$ cat src/rtl/jstk_spi_shifter.sv
// SPI mode-0 byte engine for the PmodJSTK2: one byte per SCLK-enable window,
// MSB first, with per-byte and per-packet valid flags back to the controller.
module jstk_spi_shifter #(
   parameter int CLK_DIV   = 50,
   parameter int NUM_BYTES = 5
) (
   input  logic                   i_clk,
   input  logic                   i_reset,
   input  logic                   i_load,
   input  logic [8*NUM_BYTES-1:0] i_tx_packet,
   input  logic                   i_sclk_enable,
   input  logic                   i_miso,
   output logic                   o_sclk,
   output logic                   o_mosi,
   output logic [7:0]             o_rx_byte,
   output logic                   o_rx_byte_valid,
   output logic [8*NUM_BYTES-1:0] o_rx_packet,
   output logic                   o_rx_packet_valid,
   output logic                   o_busy
);

   localparam int PW = 8 * NUM_BYTES;
   localparam int CW = $clog2(NUM_BYTES + 1);
   localparam logic [7:0]    HC_LAST  = 8'(CLK_DIV - 1);
   localparam logic [CW-1:0] CNT_FULL = CW'(NUM_BYTES);
   localparam logic [CW-1:0] CNT_LAST = CW'(NUM_BYTES - 1);

   typedef enum logic [2:0] {
      IDLE,
      SHIFT_LOW,
      SHIFT_HIGH,
      BYTE_END,
      RELEASE
   } state_t;

   state_t        state;
   logic [PW-1:0] tx_pkt;
   logic [7:0]    tx_sr;
   logic [7:0]    rx_sr;
   logic [7:0]    hcnt;
   logic [2:0]    bit_cnt;
   logic [CW-1:0] byte_cnt;
   logic [7:0]    tx_byte;

   always_comb begin
      tx_byte = '0;
      for (int i = 0; i < NUM_BYTES; i++) begin
         if (byte_cnt == CW'(i)) tx_byte = tx_pkt[PW-1-8*i -: 8];
      end
   end

   always_ff @(posedge i_clk or posedge i_reset) begin
      if (i_reset) begin
         state             <= IDLE;
         tx_pkt            <= '0;
         tx_sr             <= '0;
         rx_sr             <= '0;
         hcnt              <= '0;
         bit_cnt           <= '0;
         byte_cnt          <= '0;
         o_sclk            <= 1'b0;
         o_mosi            <= 1'b0;
         o_rx_byte         <= '0;
         o_rx_byte_valid   <= 1'b0;
         o_rx_packet       <= '0;
         o_rx_packet_valid <= 1'b0;
         o_busy            <= 1'b0;
      end else begin
         o_rx_byte_valid <= 1'b0;
         // a load wins over everything, including a byte completing now
         if (i_load) begin
            state             <= IDLE;
            tx_pkt            <= i_tx_packet;
            tx_sr             <= '0;
            rx_sr             <= '0;
            hcnt              <= '0;
            bit_cnt           <= '0;
            byte_cnt          <= '0;
            o_sclk            <= 1'b0;
            o_mosi            <= 1'b0;
            o_rx_packet_valid <= 1'b0;
            o_busy            <= 1'b0;
         end else begin
            case (state)
               IDLE: begin
                  if (i_sclk_enable && byte_cnt != CNT_FULL) begin
                     tx_sr   <= tx_byte;
                     o_mosi  <= tx_byte[7];
                     bit_cnt <= '0;
                     hcnt    <= '0;
                     state   <= SHIFT_LOW;
                     o_busy  <= 1'b1;
                  end
               end
               SHIFT_LOW: begin
                  if (hcnt == HC_LAST) begin
                     hcnt   <= '0;
                     o_sclk <= 1'b1;
                     rx_sr  <= {rx_sr[6:0], i_miso};
                     state  <= SHIFT_HIGH;
                  end else begin
                     hcnt <= hcnt + 8'd1;
                  end
               end
               SHIFT_HIGH: begin
                  if (hcnt == HC_LAST) begin
                     hcnt   <= '0;
                     o_sclk <= 1'b0;
                     if (bit_cnt == 3'd7) begin
                        state <= BYTE_END;
                     end else begin
                        bit_cnt <= bit_cnt + 3'd1;
                        tx_sr   <= {tx_sr[6:0], 1'b0};
                        o_mosi  <= tx_sr[6];
                        state   <= SHIFT_LOW;
                     end
                  end else begin
                     hcnt <= hcnt + 8'd1;
                  end
               end
               BYTE_END: begin
                  o_rx_byte       <= rx_sr;
                  o_rx_byte_valid <= 1'b1;
                  for (int i = 0; i < NUM_BYTES; i++) begin
                     if (byte_cnt == CW'(i)) o_rx_packet[PW-1-8*i -: 8] <= rx_sr;
                  end
                  if (byte_cnt != CNT_FULL) byte_cnt <= byte_cnt + CW'(1);
                  if (byte_cnt == CNT_LAST) o_rx_packet_valid <= 1'b1;
                  state <= RELEASE;
               end
               RELEASE: begin
                  // hold off until the controller drops its enable
                  if (!i_sclk_enable) begin
                     state  <= IDLE;
                     o_busy <= 1'b0;
                  end
               end
               default: begin
                  state  <= IDLE;
                  o_busy <= 1'b0;
               end
            endcase
         end
      end
   end

endmodule

$ cat config.mk
export PLATFORM = sky130hd
export DESIGN_NAME = jstk_spi_shifter
export DESIGN_NICKNAME = d
export VERILOG_FILES = /design/src/rtl/jstk_spi_shifter.sv
export SDC_FILE = /design/constraint.sdc
export NUM_CORES = 1
export LEC_CHECK = 0
export ABC_AREA = 1
export CAP_MARGIN = 20
export CORE_ASPECT_RATIO = 0.8
export CORE_MARGIN = 2
export CORE_UTILIZATION = 45
export CTS_BUF_LIST = sky130_fd_sc_hd__clkbuf_4 sky130_fd_sc_hd__clkbuf_8 sky130_fd_sc_hd__clkbuf_16
export CTS_CLUSTER_DIAMETER = 30
export CTS_CLUSTER_SIZE = 40
export DETAILED_ROUTE_END_ITERATION = 12
export HOLD_SLACK_MARGIN = 0.15
export PLACE_DENSITY = 0.7
export SLEW_MARGIN = 15
export SYNTH_ARGS = -nofsm -noshare
export SYNTH_HDL_FRONTEND = slang
export SYNTH_SLANG_ARGS = --single-unit
$ cat constraint.sdc
create_clock -name i_clk -period 5.22 [get_ports i_clk]
set_input_delay 0.783 -clock i_clk [delete_from_list [all_inputs] [get_ports i_clk]]
set_output_delay 0.783 -clock i_clk [all_outputs]
set_load 0.01 [all_outputs]
==> impl_results.md, run 1 <==
- Initial Util: between 40% and 50%
- Setup violators final: 0
- Antenna violations before repair: 0
- Final slew viol count: 0
- Power, Total: 2.66 mW
- Worst slew margin: between 40% and 50%
- Arr. time, crit path: slightly above 3 ns
- PortBufs: 97
- Power Density: ~360 nW/um2
- # rows: 36
- Tot GR Track Use: 21.5%
- Peak VDD IR: approximately 0.00024 V
- TritonCTS Buffers: 17
- Ys Warns: 0
- Clock Skew: between 0.006 and 0.007 ns
- Setup TNS: 0 ns
- Root Buffer: clkbuf_16
- Clock slew at reported path FFs: 0.05 ns
- FF-to-FF Start: byte_cnt[2]
- Placeable Area: approximately 12000 um2
- Hold_buf cts: 0
- Clock network power share: 41.3%
- Synth Cell Area: about 5700 um2
- Most used cell, CP: inv_2
- Post-CTS sizing: 0
- Die width: around 130 um
- Residual DRC: 0
- Synth area leader: dfrtp_1
- Worst hold start: tx_pkt[24]
- Critical Path RT: roughly 5.5 ns
- Setup bufs post-CTS: 0
- Part of the power in combinational logic: between 15 and 20%
- Post-synthesis sequential area ratio: 54.5%
- TritonCTS clock tree: yes
- Antenna Nets Post-Route: 0
- Global placement routability congestion: approximately 0.85
- Slowest cell on crit path: inv_2
- Critical Path Start Type: primary input
- Fin. Hold Viols: 0
- WL final: about 14000 um
- Avg Cell Area, Syn: about 8.2 um2
- Worst Path Buf+Inv: 4
- Min-delay worst type: register to register
- Critical path launch point: i_load
- Final nets: 843
- Crit Path Category: primary input to register
- RSZ-0062 raised after global routing: false
- Area contributors post-synth: dfrtp_1, nand2_1, o21ai_0, inv_1, o21ai_1
- Most common cell after layout, fill and taps aside: nand2_1
- Critical path, cell by cell: buf_2 -> buf_4 -> inv_2 -> nand2_2 -> inv_2 -> nand2_1 -> o21ai_1
- Synth Instances: 699
- Switching Share: just under 30%
- Largest net degree at the start of global routing: a little under 70
- Vias/cell: slightly below 5
- Fin crit period: 2.69 ns
- WL/cell: about 14 um
- Worst slew pin tran: approximately 0.89 ns
- CTS Buffer Depth: 2
- # diodes: 0
- Vias in the first global route: 4789
- Family with the most delay on the worst path: buffers and inverters
- GRT overflow: 0
- DR iter-0 viols: between 300 and 400
- Layout cells sized above 1: under 10%
- Synth Register Bits: about 130
- Crit. End Element: register
- Reg power frac: between 40% and 50%
- Status: complete, no violations
- Post-synth top area share: between 50% and 60%
- Die H: 105 um
- Leak: 3.57 nW
- Pint: roughly 1.9 mW
- Switching pwr: 783 uW
- TritonCTS Sinks: 125
- Most frequent cells in the layout: nand2_1, dfrtp_1, clkdlybuf4s50_1, inv_1, o21ai_0
- Vias: approximately 4.7k
- I/O pins: between 90 and 100
- Drt pass-1 iters: 5
- H-tree Lvls: 4
- Max incr delay on CP: ~0.71 ns
- Clock latency on the worst-skew pair: 0.41 ns
- Worst Path Max Fanout: 59
- Post-synthesis net count: 753
- Area Growth Syn to Fin: 27.5%
- Number of max-cap violations: 0
- Max Clock Freq: 371 MHz
- Number of distinct library cells after synthesis: 30
- Final Cycle Share: 51.6%
- Full die area: 13700 um2
- First-pass GRT wire length: approximately 23000 um
- DP HPWL: around 9500 um
[sequential cells by signal, indices dropped and copies added (netlist names), 3 cells and up]
name         flops
tx_pkt          40
state            3
tx_sr            7
o_rx_packet     40
rx_sr            8
hcnt             8
byte_cnt         3
bit_cnt          3
o_rx_byte        8
[through the flow]
stage          std cells  worst slack [ns]  hold WS, ns  area (um2)  util (%)
2_1_floorplan        699              1.11        0.437        5740         -
3_3_place_gp         941              2.19        0.455        6760      55.0
3_5_place_dp         941              2.11        0.459        6760      55.0
4_1_cts              973              2.52        0.472        7320      59.5
5_1_grt              973              2.31        0.493        7320      59.5
6_report             973              2.53        0.472        7320      59.5
[metal layers]
layer	up-vias	part of all wire, %	global-route usage (%)
li1	2370	-	-
met1	2233	46	29.6
met2	116	48	34.1
met3	18	4.3	3.74
met4	0	1.4	7.91
met5	-	0	0
[area by class of cell]
| cell class | instances | area [um2] |
|---|---|---|
| clock buffers | 21 | 462 |
| multi-input cells | 475 | 2170 |
| inverters | 70 | 265 |
| repair buffers | 100 | 988 |
| flip-flops and latches | 125 | 3130 |
| fillers | 1080 | 4980 |
| well taps | 171 | 214 |
| clock inverters | 11 | 93.8 |
[synthesized netlist by cell type]
master	count
nand3b_1	1
buf_6	6
o31ai_1	2
inv_2	11
a31oi_1	1
nand2_2	2
nand4_1	1
xor2_1	2
clkbuf_1	5
nand3_2	2
o21ai_1	30
buf_1	5
inv_1	59
nor2_4	1
o32ai_1	1
o22ai_1	2
clkbuf_2	2
a21oi_1	12
a21o_1	1
buf_2	7
o21ai_0	46
nand3_1	28
nand2_1	292
nor3_1	1
o21ai_2	15
buf_4	4
ha_1	9
nor2_2	7
dfrtp_1	125
nor2_1	19
[cells by family (layout without fill, tap and decap cells)]
| group | count (synthesis) | in the layout | synth area share, % |
|---|---|---|---|
| fa+ha+maj | 9 | 9 | 1.96 |
| simple gates | 354 | 354 | 24.6 |
| buf+inv | 99 | 202 | 7.72 |
| flops | 125 | 125 | 54.5 |
| compound gates | 110 | 110 | 10.8 |
| xor+xnor | 2 | 2 | 0.305 |
[worst register-to-register path: stages, from the launching register on]
cell and delay [ns]:
dfrtp_1 0.47, inv_1 0.32, ha_1 0.44, inv_1 0.31
o21ai_0 0.16, inv_1 0.07, nand2_1 0.06, nand2_1 0.05
nand2_1 0.05, nand2_1 0.07, nand2_1 0.06, nand2_1 0.05
[path summary, 6_finish.rpt]
check,to,slack (ns),depth (start not counted)
worst max-delay path,o_rx_packet[6],2.53,7
worst min-delay path,tx_pkt[24],0.47,2
worst max register to register,tx_sr[4],3.02,11
worst min register to register,tx_pkt[24],0.47,2
max in group asynchronous,tx_pkt[13],3.36,3
min in group asynchronous,o_rx_packet[34],0.71,2
[power by group through the flow]
| stage | clock network (mW) | registers, mW | logic, mW |
|---|---|---|---|
| 2_1_floorplan | 0 | 1.09 | 0.356 |
| 3_3_place_gp | 0 | 1.10 | 0.460 |
| 3_5_place_dp | 0 | 1.10 | 0.472 |
| 4_1_cts | 1.11 | 1.08 | 0.476 |
| 5_1_grt | 1.16 | 1.09 | 0.552 |
| 6_report | 1.10 | 1.09 | 0.477 |
Power figures use the tool's default switching activity.
==> run 2: changes to the inputs <==
==> constraint.sdc (replaced) <==
create_clock -name i_clk -period 2.7 [get_ports i_clk]
set_input_delay 0.405 -clock i_clk [delete_from_list [all_inputs] [get_ports i_clk]]
set_output_delay 0.405 -clock i_clk [all_outputs]
set_load 0.01 [all_outputs]
==> run 2 against run 1 <==
Net effect:
- register-to-register slack worse by 2.4 ns
- largest cell class unchanged
- global-route usage is 0.32 points higher
- critical path depth rose by 4
- worst hold slack worse by 0.0043 ns
- flip-flop and latch count is the same
- critical path type is now register to register
- routed wire length about the same
- via count up 1.1%
==> impl_results.md, run 2 (synthesis results as in run 1) <==
- Status: complete, no violations
- R2R Setup Slk: roughly 0.6 ns
- TritonCTS Sinks: roughly 130
- Fin. Hold Viols: 0
- Residual DRC: 0
- Vias/cell: roughly 4.9
- Part of the power in combinational logic: roughly 18%
- Switching Share: between 20% and 30%
- Crit. End Element: register
- Min-delay worst type: primary input to register
- Final WS setup: 0.601 ns
- TritonCTS clock tree: yes
- RSZ-0062 raised after global routing: false
- Placeable Area: roughly 12000 um2
- Full die area: roughly 14000 um2
- DR iter-0 viols: about 340
- Area Growth Syn to Fin: 27.7%
- Pint: 3.57 mW
- WL final: between 10000 and 15000 um
- Antenna Nets Post-Route: 0
- Largest net degree at the start of global routing: a little under 90
- Die width: about 130 um
- Final nets: between 800 and 900
- Biggest regs: o_rx_packet: 40 flops, tx_pkt: 40 flops
- Drt pass-1 iters: 7
- CTS Buffer Depth: 2
- Critical Path RT: 3.00 ns
- Initial Util: a little under half
- Die H: about 100 um
- Clock network power share: between 40% and 50%
- Multi-input gate area: 2170 um2
- Global placement routability congestion: between 0.8 and 0.9
- First-pass GRT wire length: 23200 um
- TritonCTS Buffers: 17
- # diodes: 0
- Worst Path Max Fanout: 13
- Setup violators final: 0
- Clock Skew: between 0.006 and 0.007 ns
- Number of max-cap violations: 0
- Crit Path Category: register to register
- Critical Path Start Type: register
- Place WS: around 0.58 ns
- Arr. time, crit path: 2.40 ns
- Most frequent cells in the layout: nand2_1, dfrtp_1, clkdlybuf4s50_1, inv_1, o21ai_0
- Clock latency on the worst-skew pair: 0.41 ns
- Most common cell after layout, fill and taps aside: nand2_1
- Setup TNS: 0 ns
- Reg power frac: between 40% and 50%
- Setup bufs post-CTS: 0
- Tot GR Track Use: 21.8%
- I/O pins: between 90 and 100
- Post-CTS sizing: 0
- Hold_buf cts: 0
- Register area: ~3100 um2
- Vias: around 4.8k
- Worst slew pin tran: about 0.6 ns
- PortBufs: 97
- # rows: 36
- Switching pwr: between 1.5 and 2 mW
- Peak VDD IR: about 0.00060 V
- WL/cell: 14.1 um
- Filler Cells Inserted: 1092
- Max Clock Freq: ~480 MHz
- Layout cells sized above 1: a little under a tenth
- Final Cycle Share: 77.7%
- Antenna violations before repair: 0
- H-tree Lvls: 4
- Vias in the first global route: ~4.7k
- Power Density: 693 nW/um2
- DP HPWL: 9670 um
- Clock slew at reported path FFs: about 0.060 ns
- Worst slew margin: a little over 60%
- Leak: about 3.6 nW
- Fin crit period: approximately 2.1 ns
- Final slew viol count: 0
- Root Buffer: clkbuf_16
- GRT overflow: 0
-- run 2: changes by cell type in the layout (fill, tap and decap cells not counted) --
cell	previous run	this run
clkbuf_4	3	1
inv_4	1	0
clkinv_4	0	1
clkinvlp_4	4	5
bufinv_16	1	0
clkbuf_8	1	3
clkinv_2	5	6
buf_12	0	1
inv_6	1	0
-- run 2: cell type report --
| type | instances | share of cell area (%) |
|---|---|---|
| tap | 171 | 2.92 |
| clock buffer | 21 | 6.47 |
| clock inverter | 11 | 0.939 |
| timing repair buffer | 101 | 13.8 |
| sequential | 125 | 42.7 |
| inverter | 70 | 3.64 |
| multi-input combinational | 475 | 29.6 |
-- run 2: worst max-delay path, cell delays in order, from the launching register on --
cell and delay [ns]:
dfrtp_1 0.46, inv_1 0.29, ha_1 0.39, inv_1 0.29, o21ai_0 0.14, inv_1 0.05
nand2_1 0.06, nand2_1 0.05, nand2_1 0.06, nand2_1 0.08, nand2_1 0.07, nand2_1 0.05
-- run 2: final timing paths --
path / startpoint / endpoint / depth (start not counted)
min in group asynchronous: i_reset / rx_sr[4] / 3
worst min-delay path: i_load / o_rx_packet_valid / 4
worst max register to register: byte_cnt[2] / tx_sr[5] / 11
worst min register to register: tx_pkt[21] / tx_pkt[21] / 2
worst max-delay path: byte_cnt[2] / tx_sr[5] / 11
max in group asynchronous: i_reset / byte_cnt[0] / 3
-- run 2: routing by layer --
metal	wire (um)	global-route usage, %	vias to the layer above
met2	6510	34.4	113
met3	681	5.38	18
met5	0	0	-
met1	6290	29.6	2273
li1	-	-	2386
met4	210	6.91	0
-- run 2: power groups by stage --
stage	sequential, mW	combinational [mW]	clock (mW)
3_5_place_dp	2.13	0.916	0
4_1_cts	2.10	0.920	2.08
5_1_grt	2.12	1.06	2.17
3_3_place_gp	2.12	0.886	0
2_1_floorplan	2.11	0.689	0
6_report	2.10	0.920	2.06
-- run 2: metrics by stage --
step                      cell area, um2  util [%]  hold slack [ns]  instances  power (mW)
final                               7330      59.6            0.468        974        5.08
after detailed placement            6780      55.2            0.458        942        3.05
after global placement              6780      55.2            0.451        942        3.01
after global routing                7330      59.6            0.487        974        5.35
after CTS                           7330      59.6            0.453        974        5.11
after floorplan                     5740         -            0.437        699        2.80
